$ cat config.mk
export PLATFORM = sky130hd
export DESIGN_NAME = store_buffer_flat
export DESIGN_NICKNAME = d
export VERILOG_FILES = /design/src/rtl/cpu_pkg.sv /design/src/rtl/store_buffer_if.sv /design/src/rtl/store_buffer_lane_split.sv /design/src/rtl/store_buffer.sv /design/src/flat_wrapper.sv
export SDC_FILE = /design/constraint.sdc
export NUM_CORES = 1
export LEC_CHECK = 0
export CAP_MARGIN = 20
export CELL_PAD_IN_SITES_DETAIL_PLACEMENT = 2
export CELL_PAD_IN_SITES_GLOBAL_PLACEMENT = 2
export CORE_UTILIZATION = 43
export CTS_BUF_LIST = sky130_fd_sc_hd__clkbuf_16
export DETAILED_ROUTE_END_ITERATION = 10
export DONT_BUFFER_PORTS = 1
export GPL_TIMING_DRIVEN = 0
export HOLD_SLACK_MARGIN = 0.05
export PLACE_DENSITY = 0.83
export SLEW_MARGIN = 30
export SYNTH_ARGS = -nofsm -noshare
export SYNTH_HDL_FRONTEND = slang
export SYNTH_HIERARCHICAL = 1
export SYNTH_SLANG_ARGS = --single-unit
$ cat constraint.sdc
create_clock -name clk -period 8.8 [get_ports clk]
set_clock_uncertainty 0.2 [all_clocks]
set_input_delay 1.76 -clock clk [delete_from_list [all_inputs] [get_ports clk]]
set_output_delay 1.76 -clock clk [all_outputs]
set_load 0.05 [all_outputs]
$ cat src/rtl/cpu_pkg.sv
// Shared CPU types: store size encoding and the buffered-store entry layout,
// plus byte-coverage helpers used by store forwarding.
package cpu_pkg;

  typedef enum logic {
    ST_BYTE = 1'b0,
    ST_WORD = 1'b1
  } store_size_t;

  typedef struct packed {
    logic [15:0] addr;
    logic [15:0] data;
    store_size_t size;
  } store_entry_t;

  // A word store covers addr and addr+1 with 16-bit wrap.
  function automatic logic entry_covers(input store_entry_t e, input logic [15:0] a);
    logic [15:0] hi_addr;
    hi_addr = e.addr + 16'd1;
    return (e.addr == a) || ((e.size == ST_WORD) && (hi_addr == a));
  endfunction

  function automatic logic [7:0] entry_byte(input store_entry_t e, input logic [15:0] a);
    return (e.addr == a) ? e.data[7:0] : e.data[15:8];
  endfunction

endpackage

$ cat src/rtl/store_buffer_if.sv
// Store-side bus: execute-stage store handshake, bank write ports,
// load forwarding lookup and occupancy status.
interface store_buffer_if #(
  parameter int DEPTH = 4
);
  localparam int CW = $clog2(DEPTH) + 1;

  logic          st_valid;
  logic          st_ready;
  logic [15:0]   st_addr;
  logic [15:0]   st_data;
  logic          st_word;
  logic          mem_write_allow;
  logic [14:0]   mem_write_addr_even;
  logic [7:0]    mem_write_data_even;
  logic          mem_write_en_even;
  logic [14:0]   mem_write_addr_odd;
  logic [7:0]    mem_write_data_odd;
  logic          mem_write_en_odd;
  logic [15:0]   fwd_addr;
  logic [1:0]    fwd_hit;
  logic [15:0]   fwd_data;
  logic          empty;
  logic [CW-1:0] count;

  modport master (
    output st_valid, st_addr, st_data, st_word, mem_write_allow, fwd_addr,
    input  st_ready, mem_write_addr_even, mem_write_data_even, mem_write_en_even,
           mem_write_addr_odd, mem_write_data_odd, mem_write_en_odd,
           fwd_hit, fwd_data, empty, count
  );

  modport slave (
    input  st_valid, st_addr, st_data, st_word, mem_write_allow, fwd_addr,
    output st_ready, mem_write_addr_even, mem_write_data_even, mem_write_en_even,
           mem_write_addr_odd, mem_write_data_odd, mem_write_en_odd,
           fwd_hit, fwd_data, empty, count
  );
endinterface

$ cat src/rtl/store_buffer_lane_split.sv
// Maps one buffered store onto the even/odd byte banks; an unaligned word
// puts its high byte in the even bank at the next word address.
module store_lane_split
  import cpu_pkg::*;
(
  input  store_entry_t entry,
  output logic         en_even,
  output logic         en_odd,
  output logic [14:0]  addr_even,
  output logic [14:0]  addr_odd,
  output logic [7:0]   data_even,
  output logic [7:0]   data_odd
);

  logic [14:0] base_s;
  logic [14:0] base_next_s;

  // Lane selection from size and byte offset
  always_comb begin
    base_s      = entry.addr[15:1];
    base_next_s = base_s + 15'd1;
    en_even     = 1'b0;
    en_odd      = 1'b0;
    addr_even   = base_s;
    addr_odd    = base_s;
    data_even   = entry.data[7:0];
    data_odd    = entry.data[7:0];
    case ({entry.size == ST_WORD, entry.addr[0]})
      2'b00: begin
        en_even = 1'b1;
      end
      2'b01: begin
        en_odd = 1'b1;
      end
      2'b10: begin
        en_even  = 1'b1;
        en_odd   = 1'b1;
        data_odd = entry.data[15:8];
      end
      2'b11: begin
        en_even   = 1'b1;
        en_odd    = 1'b1;
        addr_even = base_next_s;
        data_even = entry.data[15:8];
      end
      default: begin
        en_even = 1'b0;
        en_odd  = 1'b0;
      end
    endcase
  end

endmodule

$ cat src/rtl/store_buffer.sv
// In-order store FIFO that drains one entry per cycle onto the byte banks
// and forwards buffered bytes (youngest wins) to the load path.
module store_buffer
  import cpu_pkg::*;
#(
  parameter int DEPTH = 4
) (
  input  logic         clk,
  input  logic         reset,
  store_buffer_if.slave bus
);

  localparam int PW = $clog2(DEPTH);
  localparam int CW = PW + 1;
  localparam logic [CW-1:0] FULL_COUNT = CW'(DEPTH);

  store_entry_t   mem_q [DEPTH];
  store_entry_t   mem_d [DEPTH];
  logic [DEPTH-1:0] valid_q, valid_d;
  logic [PW-1:0]  wr_ptr_q, wr_ptr_d;
  logic [PW-1:0]  rd_ptr_q, rd_ptr_d;
  logic [CW-1:0]  count_q, count_d;

  logic           empty_s;
  logic           ready_s;
  logic           push_s;
  logic           pop_s;
  store_entry_t   new_entry_s;
  store_entry_t   head_s;
  logic           split_en_even_s;
  logic           split_en_odd_s;
  logic [PW-1:0]  fwd_idx_s;
  logic [15:0]    lane_addr_s [2];
  logic [1:0]     fwd_hit_s;
  logic [15:0]    fwd_data_s;
  logic           cover_s;

  // Handshake and drain qualification
  always_comb begin
    empty_s     = (count_q == {CW{1'b0}});
    ready_s     = !reset && (count_q != FULL_COUNT);
    push_s      = bus.st_valid && ready_s;
    pop_s       = !reset && !empty_s && bus.mem_write_allow;
    new_entry_s = '{addr: bus.st_addr,
                    data: bus.st_data,
                    size: (bus.st_word ? ST_WORD : ST_BYTE)};
    head_s      = mem_q[rd_ptr_q];
  end

  // Next-state for entries, pointers and occupancy
  always_comb begin
    mem_d   = mem_q;
    valid_d = valid_q;
    if (push_s) begin
      mem_d[wr_ptr_q]   = new_entry_s;
      valid_d[wr_ptr_q] = 1'b1;
      wr_ptr_d          = wr_ptr_q + PW'(1);
    end else begin
      wr_ptr_d = wr_ptr_q;
    end
    if (pop_s) begin
      valid_d[rd_ptr_q] = 1'b0;
      rd_ptr_d          = rd_ptr_q + PW'(1);
    end else begin
      rd_ptr_d = rd_ptr_q;
    end
    case ({push_s, pop_s})
      2'b10:   count_d = count_q + CW'(1);
      2'b01:   count_d = count_q - CW'(1);
      default: count_d = count_q;
    endcase
  end

  // Control state with synchronous reset
  always_ff @(posedge clk) begin
    if (reset) begin
      valid_q  <= {DEPTH{1'b0}};
      wr_ptr_q <= {PW{1'b0}};
      rd_ptr_q <= {PW{1'b0}};
      count_q  <= {CW{1'b0}};
    end else begin
      valid_q  <= valid_d;
      wr_ptr_q <= wr_ptr_d;
      rd_ptr_q <= rd_ptr_d;
      count_q  <= count_d;
    end
  end

  // Entry payload storage; qualified by valid_q so no reset needed
  always_ff @(posedge clk) begin
    mem_q <= mem_d;
  end

  store_lane_split u_split (
    .entry     (head_s),
    .en_even   (split_en_even_s),
    .en_odd    (split_en_odd_s),
    .addr_even (bus.mem_write_addr_even),
    .addr_odd  (bus.mem_write_addr_odd),
    .data_even (bus.mem_write_data_even),
    .data_odd  (bus.mem_write_data_odd)
  );

  // Forwarding: scan oldest to youngest so younger matches overwrite older
  always_comb begin
    lane_addr_s[0] = bus.fwd_addr;
    lane_addr_s[1] = bus.fwd_addr + 16'd1;
    fwd_hit_s      = 2'b00;
    fwd_data_s     = 16'h0000;
    fwd_idx_s      = rd_ptr_q;
    cover_s        = 1'b0;
    for (int k = 0; k < DEPTH; k++) begin
      fwd_idx_s = rd_ptr_q + PW'(k);
      for (int l = 0; l < 2; l++) begin
        cover_s             = !reset && valid_q[fwd_idx_s] &&
                              entry_covers(mem_q[fwd_idx_s], lane_addr_s[l]);
        fwd_hit_s[l]        = fwd_hit_s[l] | cover_s;
        fwd_data_s[l*8 +: 8] = cover_s ? entry_byte(mem_q[fwd_idx_s], lane_addr_s[l])
                                       : fwd_data_s[l*8 +: 8];
      end
    end
  end

  // Output drive
  always_comb begin
    bus.st_ready          = ready_s;
    bus.mem_write_en_even = pop_s && split_en_even_s;
    bus.mem_write_en_odd  = pop_s && split_en_odd_s;
    bus.fwd_hit           = fwd_hit_s;
    bus.fwd_data          = fwd_data_s;
    bus.empty             = empty_s;
    bus.count             = count_q;
  end

endmodule

$ cat src/flat_wrapper.sv
// flat-port wrapper written by rule: the top's interface ports become plain ports
module store_buffer_flat import cpu_pkg::*;
#(
  parameter int DEPTH = 4
)
  (clk, reset, bus_st_valid, bus_st_addr, bus_st_data, bus_st_word, bus_mem_write_allow, bus_fwd_addr, bus_st_ready, bus_mem_write_addr_even, bus_mem_write_data_even, bus_mem_write_en_even, bus_mem_write_addr_odd, bus_mem_write_data_odd, bus_mem_write_en_odd, bus_fwd_hit, bus_fwd_data, bus_empty, bus_count);
  store_buffer_if #(.DEPTH(DEPTH)) bus_i ();
  input  logic clk;
  input  logic reset;
  input wire logic [$bits(bus_i.st_valid)-1:0] bus_st_valid;
  input wire logic [$bits(bus_i.st_addr)-1:0] bus_st_addr;
  input wire logic [$bits(bus_i.st_data)-1:0] bus_st_data;
  input wire logic [$bits(bus_i.st_word)-1:0] bus_st_word;
  input wire logic [$bits(bus_i.mem_write_allow)-1:0] bus_mem_write_allow;
  input wire logic [$bits(bus_i.fwd_addr)-1:0] bus_fwd_addr;
  output wire logic [$bits(bus_i.st_ready)-1:0] bus_st_ready;
  output wire logic [$bits(bus_i.mem_write_addr_even)-1:0] bus_mem_write_addr_even;
  output wire logic [$bits(bus_i.mem_write_data_even)-1:0] bus_mem_write_data_even;
  output wire logic [$bits(bus_i.mem_write_en_even)-1:0] bus_mem_write_en_even;
  output wire logic [$bits(bus_i.mem_write_addr_odd)-1:0] bus_mem_write_addr_odd;
  output wire logic [$bits(bus_i.mem_write_data_odd)-1:0] bus_mem_write_data_odd;
  output wire logic [$bits(bus_i.mem_write_en_odd)-1:0] bus_mem_write_en_odd;
  output wire logic [$bits(bus_i.fwd_hit)-1:0] bus_fwd_hit;
  output wire logic [$bits(bus_i.fwd_data)-1:0] bus_fwd_data;
  output wire logic [$bits(bus_i.empty)-1:0] bus_empty;
  output wire logic [$bits(bus_i.count)-1:0] bus_count;
  assign bus_i.st_valid = bus_st_valid;
  assign bus_i.st_addr = bus_st_addr;
  assign bus_i.st_data = bus_st_data;
  assign bus_i.st_word = bus_st_word;
  assign bus_i.mem_write_allow = bus_mem_write_allow;
  assign bus_i.fwd_addr = bus_fwd_addr;
  assign bus_st_ready = bus_i.st_ready;
  assign bus_mem_write_addr_even = bus_i.mem_write_addr_even;
  assign bus_mem_write_data_even = bus_i.mem_write_data_even;
  assign bus_mem_write_en_even = bus_i.mem_write_en_even;
  assign bus_mem_write_addr_odd = bus_i.mem_write_addr_odd;
  assign bus_mem_write_data_odd = bus_i.mem_write_data_odd;
  assign bus_mem_write_en_odd = bus_i.mem_write_en_odd;
  assign bus_fwd_hit = bus_i.fwd_hit;
  assign bus_fwd_data = bus_i.fwd_data;
  assign bus_empty = bus_i.empty;
  assign bus_count = bus_i.count;
  store_buffer #(.DEPTH(DEPTH)) u_core (.clk(clk), .reset(reset), .bus(bus_i));
endmodule
==> metrics.md <==
| Metric | Value |
|---|---|
| Buffers added on ports | `0` |
| Die Wd | `189 um` |
| # DRC | `0` |
| H-tree depth | `4` |
| Syn Inst Count | `1493` |
| Worst slew pin tran | `1.14 ns` |
| CTS clock-pin slew for the worst setup and hold paths | `0.07 ns` |
| FF+latch area | `4190 um^2` |
| Layout Nets | `1594` |
| Total Routing Usage GR | `37.1%` |
| Netlist Area Pre-Place | `15000 um^2` |
| CTS tree | `done` |
| Die Ht | `189 um` |
| CP arrival | `6.62 ns` |
| Met2 Use GR | `59.7%` |
| Hold Buf Count CTS | `0` |
| CTS Buf Count | `17` |
| Top Ports | `124` |
| CP startpoint kind | `flop` |
| Worst-path fanout max | `19` |
| Fin crit share | `97.5%` |
| Critical path startpoint | `u_core/rd_ptr_q[0]` |
| Final ANT Viol Nets | `0` |
| Final Hold Vio Count | `0` |
| Hold EP | `u_core/wr_ptr_q[1]` |
| Post-synth EDFFs | `132` |
| Initial antenna violation count | `0` |
| P_leak | `5.77 nW` |
| Routed len/inst | `33.2 um` |
| HPWL Detailed | `51.1 mm` |
| Hold Startpoint | `u_core/wr_ptr_q[1]` |
| Hold Path Cell Cnt | `2` |
| Worst EP required | `6.84 ns` |
| Max Cap Viol | `0` |
| Core ar. | `34500 um^2` |
| Inst Count DP | `1954` |
| Starting density of the core | `43.5%` |
| Synth unique cells | `100` |
| Reg-to-Reg Start | `u_core/rd_ptr_q[0]` |
| Synth Net Count | `1562` |
| Clock Sinks | `143` |
| Die ar. | `35600 um^2` |
| Share of layout cells above drive strength 1 | `21.0%` |
| CTS root buffer | `clkbuf_16` |
| Filler cells | `3596` |
| Routing usage on met3 | `7.08%` |
| GR Util met1 | `50.2%` |
| Max VDD drop | `0.242 mV` |
| Status | `complete, no violations` |
| Pwr per Cell Area | `182 nW/um^2` |
| Worst r2r path cells | `18` |
| Area Overhead vs Synth | `11.8%` |
| Syn_area_per_cell | `10.0 um^2` |
| Register-to-register setup slack | `4.35 ns` |
| Non-Filler Instances | `1994` |
| Post-synthesis sequential area ratio | `27.9%` |
| YS warnings | `6` |
| Largest net degree at the start of global routing | `35` |
| Setup Slack @ Placement | `-2.03 ns` |
| Worst-Skew Late Latency | `0.43 ns` |
| Vias | `13.6k` |
| Commonest non-fill, non-tap cell in the layout | `xnor2_1` |
| Post-synth top flop | `edfxtp_1` |
| Max frequency | `117 MHz` |
| Wirelength, routed | `66.2 mm` |
| Worst Setup Path Type | `flop to output pin` |
| Num rows | `68` |
| Final min period | `8.58 ns` |
| Multi-input logic area | `10400 um^2` |
| Seq cells post-synth | `143` |
| Avg Vias per Cell | `6.81` |
| PnR worst setup slack | `0.222 ns` |
| Detailed Route Iter0 Violations | `1284` |
| Worst min-delay path class | `flop to flop` |
| Final setup viols | `0` |
| CP Capture Type | `output pin` |
| Slew HR | `24.0%` |
| GRT overflow | `0` |
| Critical R2R Capture | `u_core/rd_ptr_q[1]` |
| Unrepaired setup endpoints after global routing | `false` |
| Max Root-Sink Buffers | `2` |
| Ys async rst share | `0%` |
| Number of global-route vias before repair | `14.0k` |
| Final RePlAce weighted congestion | `0.998` |
| Slew Limit Fails | `0` |
| GRT busiest layer | `met2` |
| Pre-antenna DRT Iters | `5` |
| Most frequent cells in the layout | `xnor2_1 (142), edfxtp_1 (132), nor2_1 (118), nand2_1 (100), mux2i_1 (89)` |
| First-pass GRT wire length | `97.2 mm` |
==> critical path: stages (launching register included) <==
cell and delay, ns:
dfxtp_2 0.38, buf_8 0.18, buf_8 0.18, buf_8 0.20, buf_12 0.17, buf_8 0.15, buf_4 0.21, clkbuf_8 0.22
clkbuf_16 0.23, inv_1 0.10, ha_1 0.34, buf_6 0.20, buf_12 0.17, mux4_2 0.58, ha_2 0.25, buf_2 0.21
nor2_1 0.15, nor3_1 0.08, o311ai_2 0.37, nand4_1 0.26, a2111oi_4 0.40, a41oi_4 0.21, o221a_4 0.21, nor4b_4 0.22
buf_6 0.19, a211o_4 0.25
==> synth_stat cells (8+ instances only) <==
master | instances | area (um^2)
mux2_2 | 70 | 788
xor2_1 | 59 | 517
nor2_1 | 121 | 454
a211o_1 | 12 | 105
o211ai_1 | 9 | 67.6
ha_1 | 15 | 188
inv_1 | 25 | 93.8
xnor3_1 | 9 | 203
mux2i_1 | 90 | 901
and3_1 | 24 | 150
dfxtp_1 | 11 | 220
a211oi_1 | 9 | 67.6
xnor2_1 | 150 | 1310
nand3_1 | 44 | 220
buf_6 | 9 | 101
nand4_1 | 39 | 244
edfxtp_1 | 132 | 3960
o21ai_0 | 59 | 295
a21oi_1 | 57 | 285
nor3_1 | 34 | 170
or3_1 | 8 | 50.1
buf_2 | 22 | 110
and2_1 | 20 | 125
nor4_1 | 23 | 144
mux4_2 | 53 | 1190
buf_4 | 20 | 150
nand2b_1 | 8 | 50.1
and4_1 | 11 | 96.3
o31ai_1 | 11 | 82.6
clkbuf_1 | 46 | 173
nand2_1 | 100 | 375
nand3b_1 | 12 | 90.1
mux4_1 | 11 | 289
==> worst max-delay path by stage <==
stage                       to  slack, ns  cells past startpoint
3_3_place_gp   bus_fwd_data[0]      -1.79                     25
6_report       bus_fwd_data[7]       0.22                     25
5_1_grt        bus_fwd_data[8]      0.005                     23
2_1_floorplan  bus_fwd_data[0]       0.34                     25
4_1_cts        bus_fwd_data[8]       0.02                     23
3_5_place_dp   bus_fwd_data[0]      -2.03                     25
==> cell type report <==
type                    count  area share (%)
clock inverters            15           0.947
flip-flops and latches    143            24.9
plain buffers             107            4.14
clock buffers              17            2.54
well taps                 455            3.39
inverters                  28           0.626
diodes                      1          0.0149
multi-input cells        1213            62.0
repair buffers             15            1.41
==> routing by layer <==
layer | vias to the layer above | wire (um)
met5 | - | 0
li1 | 5696 | -
met2 | 663 | 30900
met3 | 131 | 5460
met4 | 0 | 1880
met1 | 7093 | 27900
==> power breakdown <==
group          internal, W  total (W)  switching [W]
combinational     0.000528    0.00154        0.00101
clock             0.000420   0.000722       0.000302
sequential        0.000767   0.000792      0.0000253
total              0.00171    0.00305        0.00134
==> cell families (layout without fill, tap and decap cells) <==
family                     Yosys count  count (layout)  share of synthesized area (%)
muxes                              229             229                           22.0
adders and majority gates           16              16                           1.38
other                                0               1                              0
buffers and inverters              137             182                           5.04
and+or+nand+nor                    512             512                           18.4
xor gates and xnor gates           229             229                           15.0
AOI/OAI and AO/OA                  227             227                           10.3
DFF                                143             143                           27.9
==> per-stage QoR <==
stage               setup TNS, ns  util, %  hold slack, ns  total power [W]  cell area (um^2)
floorplan                       0        -           0.304          0.00187             15000
global placement           -27.03     45.2           0.332          0.00220             15600
detailed placement         -28.87     46.0           0.361          0.00227             15800
CTS                             0     48.4           0.372          0.00302             16700
global route                    0     48.7           0.390          0.00314             16800
finish                          0     48.7           0.369          0.00305             16800
==> state kept, by name, summed over array words and instances, names as in the netlist <==
register / count
u_core/rd_ptr_q: 2
u_core/mem_q: 132
u_core/wr_ptr_q: 2
u_core/valid_q: 4
u_core/bus.count: 3
==> repair_timing <==
action | in CTS | in global routing
gates resized for setup | 47 | 20
pin swaps | 8 | 9
cloned | 0 | 0
setup buffers | 6 | 3
endpoints found under the setup margin | 18 | 17
Note: power is estimated with default switching activity, not from simulation.
